$ cat src/rtl/wb_intercon_n_if.sv
// Bus bundle for wb_intercon_n: the single master port plus the fanned-out
// slave ports. Signal names keep the interconnect's own _i/_o view.
//   master : the bus master (core) side
//   slave  : the slave devices side
//   fabric : the interconnect itself
interface wb_intercon_n_if #(
  parameter int NUM_SLAVES = 4,
  parameter int ADR_W      = 31,
  parameter int DAT_W      = 32,
  parameter int SEL_W      = 2
);
  logic [ADR_W-1:0]            wbm_adr_i;
  logic [DAT_W-1:0]            wbm_dat_i;
  logic [SEL_W-1:0]            wbm_sel_i;
  logic                        wbm_we_i;
  logic                        wbm_cyc_i;
  logic                        wbm_stb_i;
  logic [DAT_W-1:0]            wbm_dat_o;
  logic                        wbm_ack_o;
  logic                        wbm_err_o;

  logic [ADR_W-1:0]            wbs_adr_o;
  logic [DAT_W-1:0]            wbs_dat_o;
  logic [SEL_W-1:0]            wbs_sel_o;
  logic                        wbs_we_o;
  logic [NUM_SLAVES-1:0]       wbs_cyc_o;
  logic [NUM_SLAVES-1:0]       wbs_stb_o;
  logic [NUM_SLAVES*DAT_W-1:0] wbs_dat_i;
  logic [NUM_SLAVES-1:0]       wbs_ack_i;

  modport master (
    output wbm_adr_i, wbm_dat_i, wbm_sel_i, wbm_we_i, wbm_cyc_i, wbm_stb_i,
    input  wbm_dat_o, wbm_ack_o, wbm_err_o
  );

  modport slave (
    input  wbs_adr_o, wbs_dat_o, wbs_sel_o, wbs_we_o, wbs_cyc_o, wbs_stb_o,
    output wbs_dat_i, wbs_ack_i
  );

  modport fabric (
    input  wbm_adr_i, wbm_dat_i, wbm_sel_i, wbm_we_i, wbm_cyc_i, wbm_stb_i,
    output wbm_dat_o, wbm_ack_o, wbm_err_o,
    output wbs_adr_o, wbs_dat_o, wbs_sel_o, wbs_we_o, wbs_cyc_o, wbs_stb_o,
    input  wbs_dat_i, wbs_ack_i
  );
endinterface

$ cat src/rtl/wb_intercon_n.sv
// wb_intercon_n: Wishbone shared-bus interconnect, one master to NUM_SLAVES
// slaves. Address/mask decode (lowest index wins), registered decode FSM,
// undecoded accesses end in a one-cycle bus error.
// Optional feature macro: WB_INTERCON_TIMEOUT_EN -- when defined, a transfer
// that sees no slave ack for TIMEOUT cycles is ended with a bus error.
// The default SLAVE_ADDR table holds sixteen entries (i << 27, byte address
// [31:28] == i) and is trimmed to NUM_SLAVES entries.
module wb_intercon_n #(
  parameter int NUM_SLAVES = 4,
  parameter int ADR_W      = 31,
  parameter int DAT_W      = 32,
  parameter int SEL_W      = 2,
  parameter logic [NUM_SLAVES*ADR_W-1:0] SLAVE_ADDR = (NUM_SLAVES*ADR_W)'({
    31'h7800_0000, 31'h7000_0000, 31'h6800_0000, 31'h6000_0000,
    31'h5800_0000, 31'h5000_0000, 31'h4800_0000, 31'h4000_0000,
    31'h3800_0000, 31'h3000_0000, 31'h2800_0000, 31'h2000_0000,
    31'h1800_0000, 31'h1000_0000, 31'h0800_0000, 31'h0000_0000}),
  parameter logic [NUM_SLAVES*ADR_W-1:0] SLAVE_MASK =
    {NUM_SLAVES{ADR_W'(31'h7800_0000)}},
  parameter int TIMEOUT = 255
) (
  input  logic             clk_i,
  input  logic             rst_i,
  wb_intercon_n_if.fabric  bus
);

  localparam int IDX_W = (NUM_SLAVES > 1) ? $clog2(NUM_SLAVES) : 1;

  localparam logic [1:0] IDLE   = 2'd0;
  localparam logic [1:0] ACTIVE = 2'd1;
  localparam logic [1:0] ERR    = 2'd2;

  logic [1:0]            state_q, state_d;
  logic [IDX_W-1:0]      sel_q, sel_d;
  logic [NUM_SLAVES-1:0] hit;
  logic [IDX_W-1:0]      decIdx;
  logic                  anyHit;
  logic                  selAck;

  // Master write-side signals are broadcast unchanged to every slave.
  assign bus.wbs_adr_o = bus.wbm_adr_i;
  assign bus.wbs_dat_o = bus.wbm_dat_i;
  assign bus.wbs_sel_o = bus.wbm_sel_i;
  assign bus.wbs_we_o  = bus.wbm_we_i;

  // Address decode: compare each slave window, then pick the lowest hit.
  always_comb begin
    hit    = '0;
    decIdx = '0;
    for (int i = 0; i < NUM_SLAVES; i++) begin
      hit[i] = ((bus.wbm_adr_i & SLAVE_MASK[i*ADR_W +: ADR_W]) ==
                SLAVE_ADDR[i*ADR_W +: ADR_W]);
    end
    for (int i = NUM_SLAVES - 1; i >= 0; i--) begin
      if (hit[i]) decIdx = IDX_W'(i);
    end
  end

  assign anyHit = |hit;
  assign selAck = bus.wbs_ack_i[sel_q] & bus.wbm_stb_i;

`ifdef WB_INTERCON_TIMEOUT_EN
  localparam int TO_W = ($clog2(TIMEOUT + 1) > 8) ? $clog2(TIMEOUT + 1) : 8;

  logic [TO_W-1:0] timer_q, timer_d;
  logic            timeoutHit;

  assign timeoutHit = (timer_q == TO_W'(TIMEOUT - 1));

  // Stall counter: zero outside ACTIVE, counts ACTIVE cycles without an ack.
  always_comb begin
    timer_d = '0;
    if (state_q == ACTIVE && !selAck) timer_d = timer_q + TO_W'(1);
  end

  // Stall counter register.
  always_ff @(posedge clk_i) begin
    if (!rst_i) timer_q <= '0;
    else        timer_q <= timer_d;
  end
`else
  logic timeoutHit;

  assign timeoutHit = 1'b0;
`endif

  // Next-state logic: latch the decoded slave on a request, release on ack
  // or cyc drop; an ack always wins over a simultaneous stall limit.
  always_comb begin
    state_d = state_q;
    sel_d   = sel_q;
    case (state_q)
      IDLE: begin
        if (bus.wbm_cyc_i && bus.wbm_stb_i) begin
          if (anyHit) begin
            state_d = ACTIVE;
            sel_d   = decIdx;
          end else begin
            state_d = ERR;
          end
        end
      end
      ACTIVE: begin
        if (selAck || !bus.wbm_cyc_i) state_d = IDLE;
        else if (timeoutHit)          state_d = ERR;
      end
      ERR:     state_d = IDLE;
      default: state_d = IDLE;
    endcase
  end

  // State and selected-slave registers.
  always_ff @(posedge clk_i) begin
    if (!rst_i) begin
      state_q <= IDLE;
      sel_q   <= '0;
    end else begin
      state_q <= state_d;
      sel_q   <= sel_d;
    end
  end

  // Output steering: only the latched slave sees cyc/stb, and only its
  // ack and data reach the master; ERR raises the bus error alone.
  always_comb begin
    bus.wbs_cyc_o = '0;
    bus.wbs_stb_o = '0;
    bus.wbm_ack_o = 1'b0;
    bus.wbm_err_o = 1'b0;
    bus.wbm_dat_o = '0;
    case (state_q)
      ACTIVE: begin
        bus.wbs_cyc_o[sel_q] = bus.wbm_cyc_i;
        bus.wbs_stb_o[sel_q] = bus.wbm_stb_i;
        bus.wbm_ack_o        = selAck;
        bus.wbm_dat_o        = bus.wbs_dat_i[sel_q*DAT_W +: DAT_W];
      end
      ERR:     bus.wbm_err_o = 1'b1;
      default: ;
    endcase
  end

endmodule
$ cat src/flat_wrapper.sv
// flat-port wrapper written by rule: the top's interface ports become plain ports
module wb_intercon_n_flat 
#(
  parameter int NUM_SLAVES = 4,
  parameter int ADR_W      = 31,
  parameter int DAT_W      = 32,
  parameter int SEL_W      = 2,
  parameter logic [NUM_SLAVES*ADR_W-1:0] SLAVE_ADDR = (NUM_SLAVES*ADR_W)'({
    31'h7800_0000, 31'h7000_0000, 31'h6800_0000, 31'h6000_0000,
    31'h5800_0000, 31'h5000_0000, 31'h4800_0000, 31'h4000_0000,
    31'h3800_0000, 31'h3000_0000, 31'h2800_0000, 31'h2000_0000,
    31'h1800_0000, 31'h1000_0000, 31'h0800_0000, 31'h0000_0000}),
  parameter logic [NUM_SLAVES*ADR_W-1:0] SLAVE_MASK =
    {NUM_SLAVES{ADR_W'(31'h7800_0000)}},
  parameter int TIMEOUT = 255
)
  (clk_i, rst_i, bus_wbm_adr_i, bus_wbm_dat_i, bus_wbm_sel_i, bus_wbm_we_i, bus_wbm_cyc_i, bus_wbm_stb_i, bus_wbm_dat_o, bus_wbm_ack_o, bus_wbm_err_o, bus_wbs_adr_o, bus_wbs_dat_o, bus_wbs_sel_o, bus_wbs_we_o, bus_wbs_cyc_o, bus_wbs_stb_o, bus_wbs_dat_i, bus_wbs_ack_i);
  wb_intercon_n_if #(.NUM_SLAVES(NUM_SLAVES), .ADR_W(ADR_W), .DAT_W(DAT_W), .SEL_W(SEL_W)) bus_i ();
  input  logic clk_i;
  input  logic rst_i;
  input wire logic [$bits(bus_i.wbm_adr_i)-1:0] bus_wbm_adr_i;
  input wire logic [$bits(bus_i.wbm_dat_i)-1:0] bus_wbm_dat_i;
  input wire logic [$bits(bus_i.wbm_sel_i)-1:0] bus_wbm_sel_i;
  input wire logic [$bits(bus_i.wbm_we_i)-1:0] bus_wbm_we_i;
  input wire logic [$bits(bus_i.wbm_cyc_i)-1:0] bus_wbm_cyc_i;
  input wire logic [$bits(bus_i.wbm_stb_i)-1:0] bus_wbm_stb_i;
  output wire logic [$bits(bus_i.wbm_dat_o)-1:0] bus_wbm_dat_o;
  output wire logic [$bits(bus_i.wbm_ack_o)-1:0] bus_wbm_ack_o;
  output wire logic [$bits(bus_i.wbm_err_o)-1:0] bus_wbm_err_o;
  output wire logic [$bits(bus_i.wbs_adr_o)-1:0] bus_wbs_adr_o;
  output wire logic [$bits(bus_i.wbs_dat_o)-1:0] bus_wbs_dat_o;
  output wire logic [$bits(bus_i.wbs_sel_o)-1:0] bus_wbs_sel_o;
  output wire logic [$bits(bus_i.wbs_we_o)-1:0] bus_wbs_we_o;
  output wire logic [$bits(bus_i.wbs_cyc_o)-1:0] bus_wbs_cyc_o;
  output wire logic [$bits(bus_i.wbs_stb_o)-1:0] bus_wbs_stb_o;
  input wire logic [$bits(bus_i.wbs_dat_i)-1:0] bus_wbs_dat_i;
  input wire logic [$bits(bus_i.wbs_ack_i)-1:0] bus_wbs_ack_i;
  assign bus_i.wbm_adr_i = bus_wbm_adr_i;
  assign bus_i.wbm_dat_i = bus_wbm_dat_i;
  assign bus_i.wbm_sel_i = bus_wbm_sel_i;
  assign bus_i.wbm_we_i = bus_wbm_we_i;
  assign bus_i.wbm_cyc_i = bus_wbm_cyc_i;
  assign bus_i.wbm_stb_i = bus_wbm_stb_i;
  assign bus_wbm_dat_o = bus_i.wbm_dat_o;
  assign bus_wbm_ack_o = bus_i.wbm_ack_o;
  assign bus_wbm_err_o = bus_i.wbm_err_o;
  assign bus_wbs_adr_o = bus_i.wbs_adr_o;
  assign bus_wbs_dat_o = bus_i.wbs_dat_o;
  assign bus_wbs_sel_o = bus_i.wbs_sel_o;
  assign bus_wbs_we_o = bus_i.wbs_we_o;
  assign bus_wbs_cyc_o = bus_i.wbs_cyc_o;
  assign bus_wbs_stb_o = bus_i.wbs_stb_o;
  assign bus_i.wbs_dat_i = bus_wbs_dat_i;
  assign bus_i.wbs_ack_i = bus_wbs_ack_i;
  wb_intercon_n #(.NUM_SLAVES(NUM_SLAVES), .ADR_W(ADR_W), .DAT_W(DAT_W), .SEL_W(SEL_W), .SLAVE_ADDR(SLAVE_ADDR), .SLAVE_MASK(SLAVE_MASK), .TIMEOUT(TIMEOUT)) u_core (.clk_i(clk_i), .rst_i(rst_i), .bus(bus_i));
endmodule
$ cat config.mk
export PLATFORM = sky130hd
export DESIGN_NAME = wb_intercon_n_flat
export DESIGN_NICKNAME = d
export VERILOG_FILES = /design/src/rtl/wb_intercon_n_if.sv /design/src/rtl/wb_intercon_n.sv /design/src/flat_wrapper.sv
export SDC_FILE = /design/constraint.sdc
export NUM_CORES = 1
export LEC_CHECK = 0
export CAP_MARGIN = 20
export CORE_AREA = 3 3 118 120
export CTS_CLUSTER_SIZE = 12
export DETAILED_ROUTE_END_ITERATION = 7
export DIE_AREA = 0 0 121 123
export PLACE_DENSITY = 0.62
export SLEW_MARGIN = 10
export SYNTH_ARGS = -nofsm -noshare
export SYNTH_HDL_FRONTEND = slang
export SYNTH_SLANG_ARGS = --single-unit
$ cat constraint.sdc
create_clock -name clk_i -period 2.66 [get_ports clk_i]
set_input_delay 0.399 -clock clk_i [delete_from_list [all_inputs] [get_ports clk_i]]
set_output_delay 0.399 -clock clk_i [all_outputs]
set_load 0.01 [all_outputs]
* Word level (Yosys, flattened, before mapping)
Index checks and enable logic that the tools add are counted.
Storage, ports and cells: register bits 4, input port bits 202, output and inout port bits 108
Operators by class: order comparisons 2, equality and inequality tests 7, shifts and indexed selects 1, mux-type cells 17, bitwise logic cells 3, reduce and logical (&&, ||, !) cells 9
Operators by type and width (count):
- $shiftx 128x8->32 | 1
- $mux 32 | 1
- $logic_not 31->1 | 1
- $mux 2 | 7
- $and 4x4->4 | 2
- $eq 4x2->1 const B | 2
- $mux 4 | 2
- $eq 4x1->1 const B | 1
- $mux 1 | 4
- $ne 2x1->1 const B | 2
- $pmux 2 s2 | 1
- $reduce_or 4->1 | 1
- $lt 2x3->1 const B | 1
- $reduce_and 3->1 | 1
- $bmux 1 s2 | 1
- $demux 1 s2 | 1
- $eq 2x1->1 const B | 1
- $eq 2x2->1 const B | 1
- $ge 2x1->1 const B | 1
- $logic_and 1x1->1 | 2
- $logic_not 2->1 | 1
- $reduce_and 2->1 | 1
- $and 1x1->1 | 1
- $logic_not 1->1 | 1
- $logic_or 1x1->1 | 1

* Depth between registers and ports, before layout
depth after elaboration 6, depth in mapped cells 4, gate-level depth less buffers 3

* Least setup slack after synthesis
OpenSTA, ideal clock, no wires.
path type reg2out, start register u_core.sel_q[0], end output bus_wbm_dat_o[17], arrival 1.362 ns, slack 0.899 ns, stages on the path, launching flop included 5, cell sequence dfxtp_1 buf_6 buf_6 mux4_2 and2_1
Between the ends: longest elaborated chain between the ends 2
Ends and longest elaborated chain:
- start: declaration | line wb_intercon_n.sv:34 | logic [IDX_W-1:0] sel_q, sel_d;
- start signal: assignment | line wb_intercon_n.sv:119 | sel_q <= sel_d;
- $shiftx 128x8->32 | line wb_intercon_n.sv:136 | bus.wbm_dat_o = bus.wbs_dat_i[sel_q*DAT_W +: DAT_W];
- $mux 32 | line wb_intercon_n.sv:131 | case (state_q)
- end: declaration | line flat_wrapper.sv:27 | output wire logic [$bits(bus_i.wbm_dat_o)-1:0] bus_wbm_dat_o;
No other way between the ends.

* Worst setup path after layout
start register u_core.sel_q[0], end output bus_wbm_ack_o
Between the ends: longest elaborated chain between the ends 4
Ends and longest elaborated chain:
- $bmux 1 s2 | line wb_intercon_n.sv:60 | assign selAck = bus.wbs_ack_i[sel_q] & bus.wbm_stb_i;
- $mux 1 (implied by the code) | line wb_intercon_n.sv:60
- $and 1x1->1 | line wb_intercon_n.sv:60
- $mux 1 | line wb_intercon_n.sv:131
- end: declaration | line flat_wrapper.sv:28 | output wire logic [$bits(bus_i.wbm_ack_o)-1:0] bus_wbm_ack_o;
No other way between the ends. The select of a mux whose other input is x is not followed.

==> impl_metrics.tcl <==
set metrics [dict create \
    status "completed" \
    antenna_left 0 \
    yosysTopAreaCell "mux4_2" \
    drc_errors 0 \
    fill_cells 1365 \
    die_x_um 121 \
    p_switching_mw 0.109 \
    worst_hold_startpoint "u_core.state_q[0]$_SDFFE_PN0P_" \
    ys_types 24 \
    reg2reg_depth 4 \
    r2r_end "u_core.state_q[0]$_SDFFE_PN0P_" \
    slew_viol_final 0 \
    finalWirelength_um 7010 \
    placed_cell_area_um2 3320 \
    synth_warnings 0 \
    critPathKind "register to output port" \
    r2r-start "u_core.sel_q[0]$_SDFFE_PN0P_" \
    fin_crit_sh 0.927 \
    num_rows 42 \
    hpwl_um 5880 \
    drv_cap 0 \
    whs_path_depth 3 \
    syn_area_um2 1750 \
    synth_edf_count 0 \
    rsz0062_at_grt "false" \
    grt_pass1_wl_um 10000 \
    grt_pass1_vias 1927 \
    netlist_instances 177 \
    grt_max_degree 40 \
    powerDensity_nw_per_um2 181 \
    relSlewSlack 0.661 \
    gp_congestion 0.652 \
    grt_use_total 0.0838 \
    drive_gt1_frac 0.157 \
    cts_hold_buffers 0 \
    cts_tree "built" \
    coreArea_um2 13100 \
    cts_buffers 3 \
    min_to "u_core.state_q[0]$_SDFFE_PN0P_" \
    p_int_mw 0.505 \
    postLayoutCellArea_um2 3390 \
    design.portCount 310 \
    required_ns 2.26 \
    drtIter0Drc 37 \
    dieHeight_um 123 \
    synthTopCellsByCount "buf_4 (66), mux4_2 (33), and2_1 (32)" \
    cts_root_buf "clkbuf_16" \
    htreeDepth 1 \
    p_leak_nw 1.11 \
    ctsResizeCount 0 \
    nets 497 \
    antenna_found_initial 0 \
    path_clk_slew_ns 0.03 \
    finalHoldViolCount 0 \
    clockBufferDepth 2 \
    cts_num_sinks 4 \
    cp-start-kind "register" \
    grt_overflow_total 0 \
    fin_setup_tns_ns 0 \
    p_sw_frac 0.177 \
    period_needed_ns 2.47 \
    syn_avg_cell_area_um2 9.88 \
    clkPwrFrac 0.376 \
    start_util 0.134 \
    wl_per_cell_um 14.9 \
    synth.top_cell.area_share 0.425 \
    n_antenna_cell 0 \
    postCtsSetupRepairBufs 0 \
    portBuffers 185 \
    critical_path_peak_fanout 39 \
    tightest_slew_ns 0.502 \
    fmax_mhz 405 \
    synth_seq_cells 4 \
    finClkSkew_ns 0.000986 \
    vias 1727 \
    area_growth_pct 94.1 \
    regToRegSetupSlack_ns 1.11 \
    synthArstFlopShare 0 \
    power_frac_seq 0.103 \
    seq_area_frac_synth 0.0458 \
    setup-violations-final 0 \
    pwr-share-comb 0.520 \
    yosys-top-cells-area "mux4_2 (42%), buf_4 (28%), and2_1 (11%), dfxtp_1 (4.6%), nor2_1 (1.5%)" \
    fin_total_pwr_mw 0.613 \
    insertion_delay_ns 0.22 \
    syn_nets 379 \
    crit_path_end_kind "output port" \
    synth_most_common_cell "buf_4" \
    crit_arrival_ns 2.07 \
    drt_first_pass_iters 4 \
    die-area_um2 14900 \
    max-vdd-ir-drop_mv 0.257 \
    hp-class "register to register" \
    synth_ff_type "dfxtp_1" \
    via_per_inst 3.68 \
]
[logic make-up after synthesis]
family | synth area share
AND/OR/NAND/NOR | 0.188
AO/OA/AOI/OAI | 0.0207
flip-flops | 0.0458
buffers and inverters | 0.320
multiplexers | 0.425
[through the flow]
stage | util | worst slack (ns) | std cells | hold slack, ns
2_1_floorplan | - | 0.899 | 177 | 0.547
3_3_place_gp | 0.254 | 0.312 | 466 | 0.640
3_5_place_dp | 0.254 | 0.312 | 466 | 0.647
4_1_cts | 0.259 | 0.157 | 469 | 0.654
5_1_grt | 0.259 | 0.104 | 469 | 0.708
6_report | 0.259 | 0.193 | 469 | 0.649
[cell usage in the layout, fill, tap and decap left out, types with 2 or more instances in the layout]
cell type          n
clkdlybuf4s50_1  185
o21ai_0            2
and2_1            32
a21oi_1            2
mux4_2            33
nor3_1             3
nand2b_1           2
buf_4              4
dfxtp_1            2
dfxtp_2            2
nand2_1            3
nand3_1            2
nor2_1             7
clkbuf_16          3
[area by class of cell]
type                    instances  area, µm²  share of cell area
clock buffers                   3       75.1              0.0221
inverters                       1       3.75             0.00111
multi-input cells              95       1110               0.327
flip-flops and latches          4       82.6              0.0243
well taps                     176        220              0.0649
repair buffers                190       1900               0.560
[metal layers]
metal / share of wire / track usage
met1: 0.35 / 0.0893
met2: 0.52 / 0.155
met3: 0.11 / 0.0297
met4: 0.021 / 0.0255
met5: 0 / 0
[power groups by stage]
stage	sequential (mW)	combinational, mW	clock (mW)
CTS	0.0635	0.324	0.234
floorplan	0.0638	0.183	0
global route	0.0637	0.341	0.237
global placement	0.0642	0.317	0
detailed placement	0.0643	0.322	0
finish	0.0635	0.319	0.231
[flip-flops by register name, indices dropped and copies added, names as in the netlist]
signal / count
u_core.state_q: 2
u_core.sel_q: 2
[how the worst max path moves through the flow]
stage	from	to
floorplan	u_core.sel_q[0]$_SDFFE_PN0P_	bus_wbm_dat_o[17]
global placement	bus_wbs_dat_i[114]	bus_wbm_dat_o[18]
detailed placement	bus_wbs_dat_i[75]	bus_wbm_dat_o[11]
CTS	u_core.sel_q[0]$_SDFFE_PN0P_	bus_wbm_ack_o
global route	u_core.sel_q[0]$_SDFFE_PN0P_	bus_wbm_ack_o
finish	u_core.sel_q[0]$_SDFFE_PN0P_	bus_wbm_ack_o
[worst max-delay path, cell delays in order, from the launching register on]
cell and delay (ns):
dfxtp_2 0.33, buf_12 0.28, mux4_2 0.56, and3_1 0.20, clkdlybuf4s50_1 0.48
No activity file was read; power rests on OpenSTA's default activity.
